File: src/rtl/tpram_sfifo_pkg.sv
// rtl/tpram_sfifo_pkg.sv - shared defaults and width helpers for tpram_sfifo
package tpram_sfifo_pkg;

  localparam int DEF_DATA_WIDTH = 64;
  localparam int DEF_DATA_DEPTH = 16;
  localparam int DEF_RD_DELAY   = 1;

  function automatic int ptr_width(input int depth);
    return (depth < 2) ? 1 : $clog2(depth);
  endfunction

  // Total count spans RAM, reads in flight and the RD_DELAY+1 entry output buffer.
  function automatic int count_width(input int depth, input int rd_delay);
    return $clog2(depth + rd_delay + 2);
  endfunction

  function automatic int obuf_width(input int rd_delay);
    return $clog2(rd_delay + 2);
  endfunction

  function automatic int be_width(input int data_width);
    return (data_width + 7) / 8;
  endfunction

endpackage

File: src/rtl/tpram_sfifo_tpram.sv
// rtl/tpram_sfifo_tpram.sv - two-port RAM, port a writes with byte enables, port b reads with RD_DELAY latency
module tpram_sfifo_tpram
  import tpram_sfifo_pkg::*;
#(
  parameter int  DATA_WIDTH = DEF_DATA_WIDTH,
  parameter int  DATA_DEPTH = DEF_DATA_DEPTH,
  parameter int  RD_DELAY   = DEF_RD_DELAY,
  localparam int AW         = ptr_width(DATA_DEPTH),
  localparam int BW         = be_width(DATA_WIDTH)
) (
  input  logic                  clka,
  input  logic                  wea,
  input  logic [BW-1:0]         bwea,
  input  logic [AW-1:0]         addra,
  input  logic [DATA_WIDTH-1:0] dina,
  input  logic                  clkb,
  input  logic                  enb,
  input  logic [AW-1:0]         addrb,
  output logic [DATA_WIDTH-1:0] doutb
);

  logic [DATA_WIDTH-1:0] mem  [DATA_DEPTH];
  logic [DATA_WIDTH-1:0] pipe [RD_DELAY];

  always_ff @(posedge clka) begin
    if (wea) begin
      for (int i = 0; i < DATA_WIDTH; i++) begin
        if (bwea[i/8]) mem[addra][i] <= dina[i];
      end
    end
  end

  // First stage loads only on enb; later stages shift freely so data keeps its issue timing.
  always_ff @(posedge clkb) begin
    if (enb) pipe[0] <= mem[addrb];
    for (int k = 1; k < RD_DELAY; k++) pipe[k] <= pipe[k-1];
  end

  assign doutb = pipe[RD_DELAY-1];

endmodule

File: src/rtl/tpram_sfifo.sv
// rtl/tpram_sfifo.sv - synchronous FWFT FIFO built on a latency-RD_DELAY two-port RAM with prefetch buffer
module tpram_sfifo
  import tpram_sfifo_pkg::*;
#(
  parameter int  DATA_WIDTH = DEF_DATA_WIDTH,
  parameter int  DATA_DEPTH = DEF_DATA_DEPTH,
  parameter int  RD_DELAY   = DEF_RD_DELAY,
  parameter int  AF_LEVEL   = DATA_DEPTH - 2,
  parameter int  AE_LEVEL   = 2,
  localparam int CW         = count_width(DATA_DEPTH, RD_DELAY)
) (
  input  logic                  clk,
  input  logic                  rst_n,
  input  logic                  clr,
  input  logic                  wr_vld,
  output logic                  wr_rdy,
  input  logic [DATA_WIDTH-1:0] wr_data,
  output logic                  rd_vld,
  input  logic                  rd_rdy,
  output logic [DATA_WIDTH-1:0] rd_data,
  output logic [CW-1:0]         count,
  output logic                  almost_full,
  output logic                  almost_empty,
  output logic                  overflow
);

  localparam int              AW       = ptr_width(DATA_DEPTH);
  localparam int              OW       = obuf_width(RD_DELAY);
  localparam int              OB_N     = RD_DELAY + 1;
  localparam int              BW       = be_width(DATA_WIDTH);
  localparam logic [AW-1:0]   PTR_LAST = AW'(DATA_DEPTH - 1);
  localparam logic [CW-1:0]   RAM_FULL = CW'(DATA_DEPTH);
  localparam logic [CW-1:0]   OB_CAP   = CW'(OB_N);

  logic [AW-1:0]         wr_ptr;
  logic [AW-1:0]         rd_ptr;
  logic [CW-1:0]         ram_cnt;
  logic [CW-1:0]         inflight;
  logic [OW-1:0]         ob_cnt;
  logic [OW-1:0]         cap_idx;
  logic [RD_DELAY-1:0]   vld_pipe;
  logic [DATA_WIDTH-1:0] obuf [OB_N];
  logic [DATA_WIDTH-1:0] ram_dout;
  logic                  rdy_en;
  logic                  push;
  logic                  pop;
  logic                  issue;
  logic                  capture;

  always_comb begin
    inflight = '0;
    for (int k = 0; k < RD_DELAY; k++) inflight = inflight + CW'(vld_pipe[k]);
  end

  assign wr_rdy  = rdy_en && (ram_cnt < RAM_FULL) && !clr;
  assign rd_vld  = (ob_cnt != '0);
  assign rd_data = obuf[0];
  assign push    = wr_vld && wr_rdy;
  assign pop     = rd_vld && rd_rdy && !clr;
  assign capture = vld_pipe[RD_DELAY-1];
  assign cap_idx = ob_cnt - OW'(pop);

  // A pop this cycle frees an output slot, which keeps one word per clock in steady state.
  assign issue = !clr && (ram_cnt != '0) &&
                 ((CW'(ob_cnt) + inflight - CW'(pop)) < OB_CAP);

  assign count        = ram_cnt + inflight + CW'(ob_cnt);
  assign almost_full  = (int'(count) >= AF_LEVEL);
  assign almost_empty = (int'(count) <= AE_LEVEL);

  always_ff @(posedge clk or negedge rst_n) begin
    if (!rst_n) begin
      rdy_en   <= 1'b0;
      wr_ptr   <= '0;
      rd_ptr   <= '0;
      ram_cnt  <= '0;
      vld_pipe <= '0;
      ob_cnt   <= '0;
      overflow <= 1'b0;
      for (int i = 0; i < OB_N; i++) obuf[i] <= '0;
    end else begin
      rdy_en <= 1'b1;
      if (clr) begin
        wr_ptr   <= '0;
        rd_ptr   <= '0;
        ram_cnt  <= '0;
        vld_pipe <= '0;
        ob_cnt   <= '0;
        overflow <= 1'b0;
        for (int i = 0; i < OB_N; i++) obuf[i] <= '0;
      end else begin
        if (wr_vld && !wr_rdy) overflow <= 1'b1;
        if (push)  wr_ptr <= (wr_ptr == PTR_LAST) ? '0 : wr_ptr + 1'b1;
        if (issue) rd_ptr <= (rd_ptr == PTR_LAST) ? '0 : rd_ptr + 1'b1;
        ram_cnt  <= ram_cnt + CW'(push) - CW'(issue);
        vld_pipe <= (vld_pipe << 1) | RD_DELAY'(issue);
        if (pop) begin
          for (int i = 0; i < OB_N - 1; i++) obuf[i] <= obuf[i+1];
        end
        // Capture lands after the shift so a simultaneous pop and capture both take effect.
        if (capture) obuf[cap_idx] <= ram_dout;
        ob_cnt <= ob_cnt + OW'(capture) - OW'(pop);
      end
    end
  end

  tpram_sfifo_tpram #(
    .DATA_WIDTH(DATA_WIDTH),
    .DATA_DEPTH(DATA_DEPTH),
    .RD_DELAY  (RD_DELAY)
  ) u_ram (
    .clka (clk),
    .wea  (push),
    .bwea ({BW{1'b1}}),
    .addra(wr_ptr),
    .dina (wr_data),
    .clkb (clk),
    .enb  (issue),
    .addrb(rd_ptr),
    .doutb(ram_dout)
  );

endmodule

File: config.mk
export PLATFORM = sky130hd
export DESIGN_NAME = tpram_sfifo
export DESIGN_NICKNAME = d
export VERILOG_FILES = /design/src/rtl/tpram_sfifo_pkg.sv /design/src/rtl/tpram_sfifo_tpram.sv /design/src/rtl/tpram_sfifo.sv
export SDC_FILE = /design/constraint.sdc
export NUM_CORES = 1
export LEC_CHECK = 0
export CORE_ASPECT_RATIO = 1.75
export CORE_UTILIZATION = 30
export DETAILED_ROUTE_END_ITERATION = 12
export PLACE_DENSITY = 0.47
export SYNTH_ARGS = -nofsm -noshare
export SYNTH_HDL_FRONTEND = slang
export SYNTH_SLANG_ARGS = --single-unit
File: constraint.sdc
create_clock -name clk -period 12.9 [get_ports clk]
set_clock_uncertainty 0.15 [all_clocks]
set_input_delay 1.29 -clock clk [delete_from_list [all_inputs] [get_ports clk]]
set_output_delay 1.29 -clock clk [all_outputs]
set_load 0.05 [all_outputs]
# Word level (Yosys, flattened, before mapping)
# Memory sizes are Yosys's and may differ from the RTL's.
# Cells that the tools add are included.
# classes
add_sub_neg,11
magnitude_cmp,6
n_eq_ne,2
mux,22
bitwise,1
n_reduce_logical,17
# ops
operator,n
$mux W128,2
$mux W64,3
$bwmux W128,1
$demux W64 S1,1
$mux W4,6
$add A5 B1 Y5,2
$reduce_bool A2 Y1,5
$logic_and A1 B1 Y1,9
$add A4 B1 Y4 const B,2
$eq A4 B4 Y1 const B,2
$mux W1,7
$add A5 B2 Y5,1
$ge A5 B4 Y1 const B,1
$le A5 B2 Y1 const B,1
$lt A5 B2 Y1 const B,1
$lt A5 B5 Y1 const B,1
$mux W5,1
$reduce_bool A5 Y1,1
$sub A5 B1 Y5,1
$sub A2 B1 Y2,2
$sub A3 B1 Y4,1
$add A2 B1 Y3,1
$ge A3 B2 Y1 const B,1
$lt A3 B1 Y1 const B,1
4 further kinds,5
# word_totals
reg_bits,146
ramBits,1088
input_bits,69
word_cells,70
memories,2
# mem_list
memory,words,word_bits,rd,rd_ports_with_merged_regs,wr,line_no,rtl
u_ram.mem,16,64,1,0,1,tpram_sfifo_tpram.sv:22,logic [DATA_WIDTH-1:0] mem [DATA_DEPTH];
u_ram.pipe,1,64,1,0,1,tpram_sfifo_tpram.sv:23,logic [DATA_WIDTH-1:0] pipe [RD_DELAY];

# Depth between registers and ports, before layout
# Gate-level depths: netlist (run 1).
# depth
depth_word,12
depth_mapped,20
mapped_depth_nobuf,18

# By module
# A second synthesis (run 1) with hierarchy kept.
# hier_totals
cells_unflattened,2486
hier_area_um2,47820.9
# modules_own_cells
module,n_inst,cells_each,area_each_um2,seq_area_each_um2
tpram_sfifo_tpram,1,1791,40760.3,32671.3
tpram_sfifo,1,695,7060.5,3653.5

# Least setup slack after synthesis (run 1)
# Ideal clock, no wire load.
# synth_timing
path_type,in2reg
startpoint,in clr
endpoint,reg ram_cnt[4]
setup_ns,0.135
arrival_ns,5.766
required_time_ns,12.615
path_slack_ns,6.849
stages,20
n_path_buf,2
cell_sequence,nand2b_1 -> nor2_1 -> buf_4 -> buf_6 -> nand2_1 -> nand2_1 -> ha_1 -> fa_1 -> nor2_1 -> nand4_2 -> inv_1 -> ha_1 -> inv_1 -> ha_1 -> inv_1 -> fa_1 -> nor2b_1 -> o21bai_1 -> a21oi_1 -> nor3b_1
# synth_between
elab_chain_cells,7
elab_cells_between_ends,11
classes_between,add/sub (3); order compare (1); mux (1); reduce/logical (6)
# synth_lines
item,line_no,rtl
"start, declared",tpram_sfifo.sv:14,"input logic clr,"
$logic_not A1 Y1 *,"tpram_sfifo.sv:59, tpram_sfifo.sv:64",
$logic_and A1 B1 Y1,tpram_sfifo.sv:59,assign pop = rd_vld && rd_rdy && !clr;
$sub A3 B1 Y4,tpram_sfifo.sv:65,((CW'(ob_cnt) + inflight - CW'(pop)) < OB_CAP);
$lt A5 B2 Y1,tpram_sfifo.sv:65,
$logic_and A1 B1 Y1 *,tpram_sfifo.sv:64,assign issue = !clr && (ram_cnt != '0) &&
via issue,tpram_sfifo.sv:47,logic issue;
$sub A5 B1 Y5 *,tpram_sfifo.sv:95,ram_cnt <= ram_cnt + CW'(push) - CW'(issue);
$mux W5 *,tpram_sfifo.sv:83,if (clr) begin
"end signal, assigned",tpram_sfifo.sv:95,
"end, declared",tpram_sfifo.sv:37,logic [CW-1:0] ram_cnt;
# The timed path passes the listed nets; every way through them passes the cells marked *.
# A chain may end at the register's enable or synchronous reset.

# Final worst setup path (run 1)
# layout_timing
startpoint,in rd_rdy
endpoint,reg ram_cnt[4]
# layout_between
elab_chain_cells,7
# layout_lines
item,line_no,rtl
"start, declared",tpram_sfifo.sv:19,"input logic rd_rdy,"
$logic_and A1 B1 Y1 (2 in series),tpram_sfifo.sv:59,
$sub A3 B1 Y4,tpram_sfifo.sv:65,
$lt A5 B2 Y1,tpram_sfifo.sv:65,
$logic_and A1 B1 Y1,tpram_sfifo.sv:64,
via issue,tpram_sfifo.sv:47,
$sub A5 B1 Y5,tpram_sfifo.sv:95,
$mux W5,tpram_sfifo.sv:83,
# The timed path passes the listed nets, and every way through them passes these cells.

==> results.md, run 1 <==
- Post-route insts no fill: approximately 4600
- Layout cells sized above 1: 0.188
- Clock sinks: 1234
- Worst Setup Path Type: in2reg
- Num ports: ~140
- Final core occ: 0.345
- Number of flops mapped to enable cells by yosys: approximately 1100
- Area grow syn2layout: 14.3%
- CTS max path bufs: 3
- Antenna violations before repair: 18
- Worst path required time: around 13000 ps
- Hold buffers post-CTS: 0
- Total track usage: 0.144
- Setup Viol. Count Final: 0
- Final hold violations: 0
- GP Congestion: between 0.6 and 0.7
- Core area: about 160000 um^2
- Die H: 529 um
- Total vias in the final route: about 23000
- Leakage: roughly 17 nW
- Cells after DPL: around 4400
- Ys async rst share: 0.118
- Number of remaining DRC errors: 0
- Clk_lat worst skew: 730 ps
- # nets final: 2585
- CTS H-tree depth: 3
- Max-slew headroom: 0.256
- Avg Inst Size Synth: ~20 um^2
- Total grt overflow: 0
- FMAX: around 170 MHz
- Fin crit share: 0.459
- Pins Over Slew Limit: 0
- Fill count: ~15000
- Crit-path max FO: 31
- First-pass GRT wire length: about 170 mm
- Cell Pwr Density: between 150 and 200 nW/um^2
- Least-Margin Pin Slew: approximately 1100 ps
- Run status: finished clean
- RSZ-0062 raised after global routing: no
- Worst hold slack: roughly 350 ps
- Die Width: 303 um
- Row cnt: around 190
- Register area share after synthesis: 0.763
- Routed Antenna Nets: 0
- Routed WL: around 120 mm
- Cts repair resizes: 0
- CTS root buf: clkbuf_16
- Switching pwr: between 0.002 and 0.003 W
- Clock Power Share: 0.323
- Num CTS Buffers: 112
- Average routed wire per standard cell: about 25 um
- Synth area leader: edfxtp_1
- Max Cap Viol: 0
- Initial Utilization: 0.302
- Library cells used by synthesis: 42
- PortBufs: ~140
- Vias per cell: between 4 and 5
- Final min period: between 5000 and 6000 ps
- Synth Warn #: 0
- Type of origin of the critical path: primary input
- Hold crit path type: reg2reg
- Vias in the first global route: 24400
- Area after DPL: about 51000 um^2
- Syn nets: between 2000 and 2500
- Sequential standard cell area: between 30000 and 40000 um^2
- Post-route cell area: approximately 54000 um^2
- Setup TNS: 0 ps
- Peak supply drop: 0.130 mV
- Share of Yosys cell area claimed by the top area cell type: 0.686
- Top post-synthesis cells by area: edfxtp_1 69%, mux4_2 12%, dfrtp_1 7.7%, a22oi_1 2.0%, nand2_1 1.6%
- Largest net degree at the start of global routing: 153
- Multi-input logic area: about 10000 um^2
- Sw Share: 0.283
- Sequential Power Share: 0.475
- Number of post-CTS setup repair buffers: 0
- CTS clk-pin slew, worst paths: approximately 60 ps
- Top_reg_cell synth: edfxtp_1
- Worst Path Arrival: roughly 6400 ps
- DP HPWL: between 50 and 60 mm
- DR iter-0 viols: between 1500 and 2000
- Post-Syn Area: around 48000 um^2
- TritonRoute pass-1 iters: 7
- Die ar.: 160000 um^2
- Post-synthesis register bit count: approximately 1200
- Crit end category: register
- Combinational power share: 0.202
- Cells after Synth: ~2400
- CTS tree: yes
- Pint: 0.00738 W
-- power by group through the flow --
stage	Sequential, W	Combinational (W)	Clock [W]
floorplan	0.00482	0.00172	0
global placement	0.00497	0.00211	0
detailed placement	0.00498	0.00213	0
CTS	0.00490	0.00214	0.00342
global route	0.00493	0.00225	0.00356
finish	0.00490	0.00208	0.00332
-- per-stage QoR --
stage | total power, W | setup slack, ps
final | 0.0103 | 6980
after global routing | 0.0107 | 6650
after CTS | 0.0105 | 6980
after detailed placement | 0.00711 | 6190
after global placement | 0.00708 | 6440
after floorplan | 0.00654 | 6850
-- flip-flops by register name (all words and copies together), names as in the netlist, 2 cells and up --
signal / flops
rd_ptr: 4
rd_data: 64
wr_ptr: 4
obuf: 64
u_ram.pipe: 64
ob_cnt: 2
u_ram.mem: 1024
ram_cnt: 5
-- metal layers --
layer | global-route usage | vias to the layer above | share of wire
met5 | 0 | - | 0.0013
met4 | 0.0410 | 22 | 0.019
met3 | 0.0294 | 159 | 0.051
met2 | 0.243 | 524 | 0.50
met1 | 0.187 | 12200 | 0.43
li1 | - | 9792 | -
-- cell usage in the layout (no fill, tap or decap), types with 4 or more instances in the layout --
cell             instances
a211oi_1                64
a21oi_1                 71
a22oi_1                128
and2_4                  13
and3_4                   4
buf_4                   35
bufinv_16               10
clkbuf_1                20
clkbuf_16              114
clkbuf_8                 7
clkdlybuf4s50_1        140
clkinv_1                23
clkinv_2                20
clkinv_8                 4
clkinvlp_4               4
dfrtp_1                144
edfxtp_1              1088
fa_1                     4
ha_1                    15
inv_1                   20
mux2i_1                 64
mux4_2                 256
nand2_1                199
nand2b_1                 4
nand3_1                  4
nand3b_1                 4
nor2_1                  74
nor2b_1                  5
nor3b_1                  4
o21ai_0                  6
xnor2_1                  4
-- worst paths after layout --
check                                startpoint  cells after the start  slack (ps)               endpoint
setup / recovery                         rd_rdy                     19        6980   ram_cnt[4]$_DFF_PN0_
hold / removal             overflow$_DFFE_PN0P_                      2         350   overflow$_DFFE_PN0P_
setup reg to reg            ob_cnt[1]$_DFF_PN0_                     18        7570   ram_cnt[4]$_DFF_PN0_
hold reg to reg            overflow$_DFFE_PN0P_                      2         350   overflow$_DFFE_PN0P_
max in group asynchronous                 rst_n                      2       10730  rd_data[21]$_DFF_PN0_
min in group asynchronous                 rst_n                      1         500    ob_cnt[1]$_DFF_PN0_
-- synth_stat cells (all sizes together) (6+ instances only) --
| master | count |
|---|---|
| and2 | 14 |
| clkbuf | 65 |
| a21oi | 71 |
| edfxtp | 1088 |
| nand2 | 199 |
| dfrtp | 146 |
| a211oi | 64 |
| o21ai | 7 |
| buf | 136 |
| ha | 15 |
| a22oi | 128 |
| nor2 | 77 |
| inv | 21 |
| mux4 | 256 |
| nor2b | 6 |
| mux2i | 64 |
-- cell families (layout without fill, tap and decap cells) --
family / Yosys count / after routing / share of synthesized area
xor gates and xnor gates: 7 / 7 / 0.00129
adders and majority gates: 19 / 19 / 0.00562
buffers and inverters: 222 / 407 / 0.0273
DFF: 1234 / 1234 / 0.763
AOI/OAI and AO/OA: 279 / 279 / 0.0401
muxes: 320 / 320 / 0.134
other: 1 / 4 / 0.0000787
and+or+nand+nor: 324 / 324 / 0.0284
-- worst max-delay path: stages --
cell             delay [ps]
clkdlybuf4s50_1         520
nand2b_1                150
nor2_4                  730
nand2_1                 250
nand2_1                 140
ha_1                    200
fa_1                    450
nor2_1                  130
nand4_2                 250
clkinv_2                630
ha_1                    350
inv_1                    60
ha_1                    170
inv_1                    80
fa_1                    410
nor2b_1                 170
o21bai_1                100
nand3_1                  90
nor3b_1                 210
-- cell type report --
class                           count  area share
Multi-Input combinational cell    950       0.186
Sequential cell                  1234       0.667
Clock buffer                      142      0.0557
Tap cell                         2047      0.0470
Inverter                           21     0.00147
Clock inverter                     66      0.0114
Antenna cell                        3    0.000138
Timing Repair Buffer              178      0.0315
(Power assumes the default switching activity.)
==> run 2: changes to the inputs <==
==> constraint.sdc (replaced) <==
create_clock -name clk -period 5.84 [get_ports clk]
set_clock_uncertainty 0.15 [all_clocks]
set_input_delay 0.584 -clock clk [delete_from_list [all_inputs] [get_ports clk]]
set_output_delay 0.584 -clock clk [all_outputs]
set_load 0.05 [all_outputs]
==> results.md, run 2 (same netlist as run 1, synthesis figures left out) <==
- Run status: finished clean
- Post-route cell area: about 55000 um^2
- Crit path launch: capture$_DFF_PN0_
- Vias per cell: 4.90
- Multi-input logic area: approximately 10000 um^2
- Vias in the first global route: 24400
- Fill count: around 15000
- Least-Margin Pin Slew: approximately 1300 ps
- Average routed wire per standard cell: 25.1 um
- Routed WL: about 120 mm
- Worst hold stages: 5
- Max FFs per register: roughly 1000
- Total vias in the final route: approximately 23000
- Worst path required time: 5110 ps
- Num ports: between 100 and 150
- CTS H-tree depth: 3
- Worst Path Arrival: roughly 3500 ps
- Clk_lat worst skew: about 730 ps
- Pins Over Slew Limit: 0
- Beginning of the worst hold path: clr
- Critical-path cell list: fa_1 -> inv_1 -> fa_1 -> nand2b_1 -> xnor2_1 -> a2111oi_0 -> clkdlybuf4s50_1
- Commonest cells after routing, fill and taps aside: 1088 x edfxtp_1, 256 x mux4_2, 199 x nand2_1
- CTS root buf: clkbuf_16
- Reg2reg end: u_ram.pipe[0][40]$_DFFE_PP_
- Commonest non-fill, non-tap cell in the layout: edfxtp_1
- Reg2reg path depth: 11
- DR iter-0 viols: roughly 1600
- PortBufs: between 100 and 150
- Max Cap Viol: 0
- Delay-heaviest family, CP: buffers and inverters
- Total grt overflow: 0
- Cells after DPL: 4452
- Initial Utilization: 0.302
- Leakage: approximately 17 nW
- CTS clk-pin slew, worst paths: approximately 70 ps
- Slowest stage delay, CP: a little under 900 ps
- CTS tree: yes
- Number of remaining DRC errors: 0
- Setup TNS: 0 ps
- Hold buffers post-CTS: 1
- FMAX: between 200 and 250 MHz
- Reg2reg setup slack: ~1900 ps
- Routed Antenna Nets: 0
- Post-route insts no fill: around 4700
- Area after DPL: between 50000 and 60000 um^2
- Max-slew headroom: 0.148
- Reg with most FFs: u_ram.mem
- Total track usage: 0.147
- Row cnt: 193
- Crit-path slowest cell: clkdlybuf4s50_1
- Crit-path max FO: 5
- Final hold violations: 0
- Final min period: ~4200 ps
- Core area: ~160000 um^2
- DP HPWL: about 63 mm
- Die ar.: approximately 160000 um^2
- Die Width: just over 300 um
- Number of post-CTS setup repair buffers: 0
- Clock sinks: about 1200
- Setup Viol. Count Final: 0
- Sequential standard cell area: roughly 36000 um^2
- CTS max path bufs: 3
- Largest net degree at the start of global routing: between 100 and 150
- Area grow syn2layout: 14.7%
- CP Buf/Inv Count: 2
- First-pass GRT wire length: 170 mm
- Hold crit path type: in2reg
- # nets final: between 2000 and 3000
- Worst Setup Path Type: reg2out
- GP Congestion: about 0.72
- Cell Pwr Density: about 420 nW/um^2
- Type of origin of the critical path: register
- Crit end category: output pin
- Hold EP: wr_ptr[2]$_DFFE_PN0P_
- Reg2Reg Launch Point: ob_cnt[1]$_DFF_PN0_
- Die H: between 500 and 600 um
- TritonRoute pass-1 iters: 5
- Fin crit share: 0.719
- Crit path top cell by count: fa_1
- RSZ-0062 raised after global routing: no
- Cts repair resizes: 0
- Antenna violations before repair: 15
- Layout cells sized above 1: 0.194
- Num CTS Buffers: 110
- Peak supply drop: 0.228 mV
run 2: changes by cell type in the layout (fill, tap and decap cells not counted), sizes merged:
cell	change
diode	+2
clkinvlp	-2
clkinv	-1
buf	+22
clkbuf	-5
bufinv	+2
dlygate4sd3	+1
run 2: power by group:
group | leakage [nW] | internal, W | switching, W
combinational | 3.63 | 0.00196 | 0.00271
sequential | 11.8 | 0.0103 | 0.000542
clock | 1.77 | 0.00411 | 0.00325
run 2: routing by layer:
layer  track usage  wire length [um]  up-vias
met5             0                98        -
met4        0.0399              2240       16
met3        0.0285              6100      157
met2         0.246             58300      543
met1         0.193             50100    12300
li1              -                 -     9827
run 2: worst register-to-register path: stages, from the launching register on:
cell      delay, ps
dfrtp_1         470
nor2_1          300
nor2_4           70
nand2_1         130
nand2_1          70
ha_1            210
fa_1            400
xor2_1          170
nand4_2         260
clkinv_2        120
buf_4           530
buf_4           650
run 2: worst max-delay path by stage:
stage,depth (start not counted),end,slack (ps)
after floorplan,20,ram_cnt[4]$_DFF_PN0_,500
final,7,almost_empty,1640
after global placement,18,ram_cnt[4]$_DFF_PN0_,1320
after global routing,7,almost_empty,1470
after CTS,7,almost_empty,1540
after detailed placement,11,u_ram.pipe[0][33]$_DFFE_PP_,1350
run 2: through the flow:
step	hold WS, ps	utilization	total power (W)	setup WS, ps
floorplan	138	-	0.0144	495
global placement	336	0.323	0.0157	1320
detailed placement	343	0.323	0.0158	1350
CTS	144	0.346	0.0232	1540
global route	221	0.346	0.0238	1470
finish	207	0.347	0.0228	1640
run 2: cell type report:
type | instances | share of cell area
timing repair buffer | 201 | 0.0353
tap | 2047 | 0.0469
multi-input combinational | 950 | 0.185
sequential | 1234 | 0.665
clock inverter | 65 | 0.0124
clock buffer | 137 | 0.0539
inverter | 21 | 0.00147
antenna | 5 | 0.000229
